$ cat src/rtl/lcd_image_window.sv
// lcd_image_window: LCD raster timing with a ROM-addressed, integer-scaled image window overlay
module lcd_image_window #(
  parameter int H_SYNC = 1,
  parameter int H_BACK = 46,
  parameter int H_ACTIVE = 800,
  parameter int H_FRONT = 210,
  parameter int V_SYNC = 5,
  parameter int V_BACK = 0,
  parameter int V_ACTIVE = 480,
  parameter int V_FRONT = 45,
  parameter int IMG_X = 205,
  parameter int IMG_Y = 120,
  parameter int IMG_W = 390,
  parameter int IMG_H = 240,
  parameter int SCALE = 1,
  parameter int MODE = 0,
  parameter int ROM_LAT = 1,
  parameter logic [15:0] BG_COLOR = 16'h0000,
  parameter int ADDR_W = $clog2(IMG_W*IMG_H)
) (
  input logic PixelClk,
  input logic Reset,
  output logic [ADDR_W-1:0] RomAddr,
  input logic [15:0] RomData,
  output logic FrameStart,
  output logic LCD_DE,
  output logic LCD_HSYNC,
  output logic LCD_VSYNC,
  output logic [4:0] LCD_R,
  output logic [5:0] LCD_G,
  output logic [4:0] LCD_B
);
  localparam int H_TOTAL = H_SYNC + H_BACK + H_ACTIVE + H_FRONT;
  localparam int V_TOTAL = V_SYNC + V_BACK + V_ACTIVE + V_FRONT;
  localparam int HW = $clog2(H_TOTAL);
  localparam int VW = $clog2(V_TOTAL);
  localparam int H0 = H_SYNC + H_BACK;
  localparam int V0 = V_SYNC + V_BACK;
  localparam int CW = $clog2(IMG_W + 1);
  logic [HW-1:0] hcnt;
  logic [VW-1:0] vcnt;
  logic [31:0] hx, vy;
  logic h_end, v_end, de_raw, v_win, h_win, in_win;
  logic [CW-1:0] col;
  logic [1:0] sub_x, sub_y;
  logic [ADDR_W-1:0] row_base, addr_q, cur_addr;
  logic [4:0] raw, p;
  logic [4:0] pipe [ROM_LAT];
  logic [15:0] px;
  assign hx = 32'(hcnt);
  assign vy = 32'(vcnt);
  assign h_end = hx == H_TOTAL - 1;
  assign v_end = vy == V_TOTAL - 1;
  assign de_raw = hx >= H0 && hx < H0 + H_ACTIVE && vy >= V0 && vy < V0 + V_ACTIVE;
  assign v_win = vy >= V0 && vy < V0 + V_ACTIVE && vy >= V0 + IMG_Y && vy < V0 + IMG_Y + IMG_H*SCALE;
  assign h_win = hx >= H0 + IMG_X && hx < H0 + IMG_X + IMG_W*SCALE;
  assign in_win = de_raw && v_win && h_win;
  assign cur_addr = row_base + ADDR_W'(col);
  assign RomAddr = in_win ? cur_addr : addr_q;
  assign raw = {hcnt == '0 && vcnt == '0, in_win, de_raw, hx >= H_SYNC, vy >= V_SYNC};
  assign p = pipe[ROM_LAT-1];
  assign px = !p[2] ? 16'h0000 : !p[3] ? BG_COLOR : MODE != 0 ? RomData : {RomData[7:3], RomData[7:2], RomData[7:3]};
  always_ff @(posedge PixelClk)
    if (Reset) begin
      hcnt <= '0;
      vcnt <= '0;
    end else begin
      hcnt <= h_end ? '0 : hcnt + 1'b1;
      if (h_end) vcnt <= v_end ? '0 : vcnt + 1'b1;
    end
  always_ff @(posedge PixelClk)
    if (Reset) begin
      col <= '0;
      sub_x <= '0;
      sub_y <= '0;
      row_base <= '0;
      addr_q <= '0;
    end else begin
      col <= !in_win ? '0 : sub_x == 2'(SCALE - 1) ? col + 1'b1 : col;
      sub_x <= (!in_win || sub_x == 2'(SCALE - 1)) ? '0 : sub_x + 1'b1;
      if (in_win) addr_q <= cur_addr;
      if (h_end && v_end) begin
        row_base <= '0;
        sub_y <= '0;
      end else if (h_end && v_win) begin
        sub_y <= sub_y == 2'(SCALE - 1) ? '0 : sub_y + 1'b1;
        if (sub_y == 2'(SCALE - 1)) row_base <= row_base + ADDR_W'(IMG_W);
      end
    end
  always_ff @(posedge PixelClk)
    if (Reset) begin
      for (int i = 0; i < ROM_LAT; i++) pipe[i] <= 5'b00011;
    end else begin
      pipe[0] <= raw;
      for (int i = 1; i < ROM_LAT; i++) pipe[i] <= pipe[i-1];
    end
  always_ff @(posedge PixelClk)
    if (Reset) begin
      {FrameStart, LCD_DE, LCD_HSYNC, LCD_VSYNC} <= 4'b0011;
      {LCD_R, LCD_G, LCD_B} <= 16'h0000;
    end else begin
      {FrameStart, LCD_DE, LCD_HSYNC, LCD_VSYNC} <= {p[4], p[2], p[1], p[0]};
      {LCD_R, LCD_G, LCD_B} <= px;
    end
endmodule

$ cat config.mk
export PLATFORM = sky130hd
export DESIGN_NAME = lcd_image_window
export DESIGN_NICKNAME = d
export VERILOG_FILES = /design/src/rtl/lcd_image_window.sv
export SDC_FILE = /design/constraint.sdc
export NUM_CORES = 1
export LEC_CHECK = 0
export CORE_MARGIN = 1
export CORE_UTILIZATION = 55
export DETAILED_ROUTE_END_ITERATION = 16
export PLACE_DENSITY_LB_ADDON = 0.2
export SYNTH_ARGS = -nofsm -noshare
export SYNTH_HDL_FRONTEND = slang
export SYNTH_SLANG_ARGS = --single-unit
$ cat constraint.sdc
create_clock -name PixelClk -period 2.87 [get_ports PixelClk]
set_input_delay 0.4305 -clock PixelClk [delete_from_list [all_inputs] [get_ports PixelClk]]
set_output_delay 0.4305 -clock PixelClk [all_outputs]
set_load 0.005 [all_outputs]
==> impl_metrics.csv <==
group,metric,value,unit
critical_path,cp.required,2.44,ns
detailed_routing,drtPass1Iterations,6,
critical_path,r2r-start,"vcnt[1]",
power_and_ir_drop,switching_share,0.209,
final_layout,syn2layout_area_growth,39.9,%
die,fp.dieArea,8250,um^2
global_routing,grt_pass1_wl,20400,um
status,status,"finished, violations left",
critical_path,startpoint_type,"flop",
power_and_ir_drop,p_clk_frac,0.480,
hold_path,hold_path_depth,1,
clocking,clk_pin_slew,0.09,ns
timing,period_minus_slack,3.03,ns
timing,clock.fmax,330,MHz
synthesis,yosysMostFrequentCell,"dfxtp_1",
synthesis,synth_area,4340,um^2
timing,setup_viol,16,
place,port_buffers,44,
clocking,cts-root-buf,"clkbuf_8",
final_layout,stdcell_area,6070,um^2
synthesis,ys_seq_area_frac,0.378,
place,place_congestion,0.879,
die,rows,32,
synthesis,synth.distinct_cells,63,
global_routing,antenna_found_initial,0,
synthesis,synth_nets,537,
detailed_routing,vias_per_cell,6.21,
timing,rsz0062_at_grt,"true",
synthesis,ys_ff_latch,82,
timing,fin_skew,0.0109,ns
final_layout,drive_gt1_frac,0.319,
clocking,clkSinkCount,82,
synthesis,yosys_warnings,0,
critical_path,reg2reg_to,"addr_q[1]",
die,die_x,90.8,um
critical_path,reg2regPathDepth,17,
power_and_ir_drop,max-vdd-ir-drop,0.270,mV
final_layout,final_util,0.790,
die,die_height,90.8,um
power_and_ir_drop,powerDensity,384,nW/um^2
place,dpl-instance-area,5190,um^2
power_and_ir_drop,comb_power_share,0.027,
timing,slew_headroom,0.455,
die,core_region_area,7690,um^2
power_and_ir_drop,pwr-share-seq,0.494,
detailed_routing,drc,0,
synthesis,synthFlopType,"dfxtp_1",
hold_path,hold_start,"sub_x[0]",
critical_path,cp-end-kind,"output port",
critical_path,worst_ep_arrival_time,2.60,ns
hold_path,hold_path_class,"flop to flop",
detailed_routing,wl_per_cell,18.4,um
timing,final_hold_viol_count,0,
hold_path,whs_endpoint,"sub_x[0]",
synthesis,synth_area_leaders,"dfxtp_1, ha_1, a21oi_1, nor2_1, xor2_1",
critical_path,crit_fanout,3,
critical_path,criticalPathCategory,"flop to output port",
timing,period_share,1.05,
synthesis,synth_area_per_cell,8.70,um^2
detailed_routing,routed_wl,13400,um
timing,finalMaxSlewViolations,0,
synthesis,synth_top_area_share,0.378,
final_layout,n_antenna_cell,0,
clocking,numCtsBuffers,9,
detailed_routing,drt_iter0_drc,275,
power_and_ir_drop,p_switching,0.487,mW
place,dp.cells,673,
clocking,clk_latency,0.36,ns
clocking,htreeDepth,3,
die,start_util,0.565,
final_layout,nNetsFinal,656,
global_routing,grt_max_degree,23,
synthesis,async_flop_share,0,
synthesis,netlist_instances,499,
synthesis,synthTopCellsByCount,"dfxtp_1, nor2_1, a21oi_1, nand2_1, o21ai_0",
detailed_routing,ant_nets,0,
final_layout,stdcell_count,725,
global_routing,grt_pass1_vias,4313,
global_routing,grt.overflow.total,0,
status,failed_checks,"negative setup slack",
place,dpl.hpwl,7500,um
die,ios,55,
clocking,cts.path.max_buffers,2,
clocking,cts_tree,"built",
run,maxCapViolCount,0,
timing,setup_ws,-0.157,ns
synthesis,yosysTopAreaCell,"dfxtp_1",
power_and_ir_drop,leakagePower,2.43,nW
synthesis,synth_edf_count,0,
clocking,cts-hold-fix-buffers,0,
timing,worst_slew_pin_slew,0.813,ns
place,post-place-ws,-0.265,ns
power_and_ir_drop,power.internal,1.85,mW
global_routing,track_usage,0.310,
detailed_routing,routed-via-count,4504,
critical_path,reg2reg_slack,0.14,ns
timing,hold_slack,0.436,ns
-- worst max path at each step --
stage,from,endpoint,cells past startpoint
detailed placement,col[1],RomAddr[13],9
global placement,col[1],RomAddr[13],9
finish,row_base[1],RomAddr[13],10
floorplan,col[1],RomAddr[15],8
CTS,vcnt[1],RomAddr[14],10
global route,row_base[1],RomAddr[15],10
-- layer usage --
metal	track usage	vias up	part of all wire
met5	0	-	0
met3	0.0589	79	0.069
li1	-	2054	-
met2	0.543	253	0.48
met4	0.142	0	0.050
met1	0.365	2118	0.40
-- cell usage in the layout, fill, tap and decap left out, drive strengths merged, types with 3 or more instances in the layout --
| cell type | count |
|---|---|
| o311ai | 3 |
| a311oi | 8 |
| a211oi | 7 |
| a31oi | 7 |
| nor3 | 8 |
| buf | 114 |
| o21ai | 20 |
| a21oi | 36 |
| o21a | 3 |
| or4 | 14 |
| xnor2 | 15 |
| clkdlybuf4s50 | 27 |
| nand4b | 3 |
| bufinv | 4 |
| inv | 20 |
| and3 | 13 |
| o31ai | 12 |
| xor2 | 17 |
| o41ai | 3 |
| nand2 | 32 |
| nand3 | 20 |
| nand2b | 4 |
| ha | 19 |
| nor2 | 41 |
| nand4 | 13 |
| nor2b | 6 |
| a31o | 3 |
| clkbuf | 13 |
| nor4 | 9 |
| and2 | 3 |
| dfxtp | 82 |
| or2 | 7 |
| and4 | 5 |
| or3 | 7 |
-- final cells by class --
| cell class | instances | area [um^2] |
|---|---|---|
| Fill cell | 494 | 1610 |
| Sequential cell | 82 | 1650 |
| Tap cell | 102 | 128 |
| Clock buffer | 10 | 128 |
| Timing Repair Buffer | 144 | 1240 |
| Multi-Input combinational cell | 361 | 2720 |
| Inverter | 20 | 77.6 |
| Clock inverter | 6 | 138 |
-- stage by stage --
step           setup TNS, ns  total power, mW
6_report               -1.11             2.33
5_1_grt                -1.93             2.39
3_5_place_dp           -1.59             1.24
3_3_place_gp          -0.713             1.24
2_1_floorplan              0             1.21
4_1_cts                -3.00             2.33
-- sequential cells by signal, indices dropped and copies added, names as in the netlist --
signal	flops
LCD_R	5
pipe	5
FrameStart	1
vcnt	10
addr_q	17
LCD_DE	1
col	9
row_base	16
LCD_HSYNC	1
LCD_G	1
sub_y	2
hcnt	11
LCD_VSYNC	1
sub_x	2
-- cell families after synthesis --
kind of cell    after synthesis  synth area share
compound gates              117             0.184
xor+xnor                     32            0.0646
buf+inv                      56            0.0671
fa+ha+maj                    20            0.0594
flops                        82             0.378
simple gates                189             0.239
mux                           3           0.00749
-- what timing repair did --
item                       in CTS  in global routing
setup buffers                  31                  7
cloned                          1                  0
gates resized for setup       138                 32
pin swaps                      22                 20
setup endpoints to repair      17                 18
-- power groups by stage --
stage                     sequential (mW)  combinational, mW  clock, mW
after floorplan                      1.18             0.0296          0
after global placement               1.18             0.0589          0
after detailed placement             1.18             0.0596          0
after CTS                            1.15             0.0602       1.11
after global routing                 1.15             0.0670       1.17
final                                1.15             0.0623       1.12
-- worst max-delay path, cell delays in order (launching register included) --
cell and delay [ns]:
dfxtp_2 0.38, ha_4 0.15, inv_2 0.04, fa_2 0.36, nor2b_4 0.14, o2111ai_2 0.14
a31o_4 0.28, buf_6 0.12, or3_4 0.34, a31oi_4 0.15, buf_2 0.14
Power figures use the tool's default switching activity.
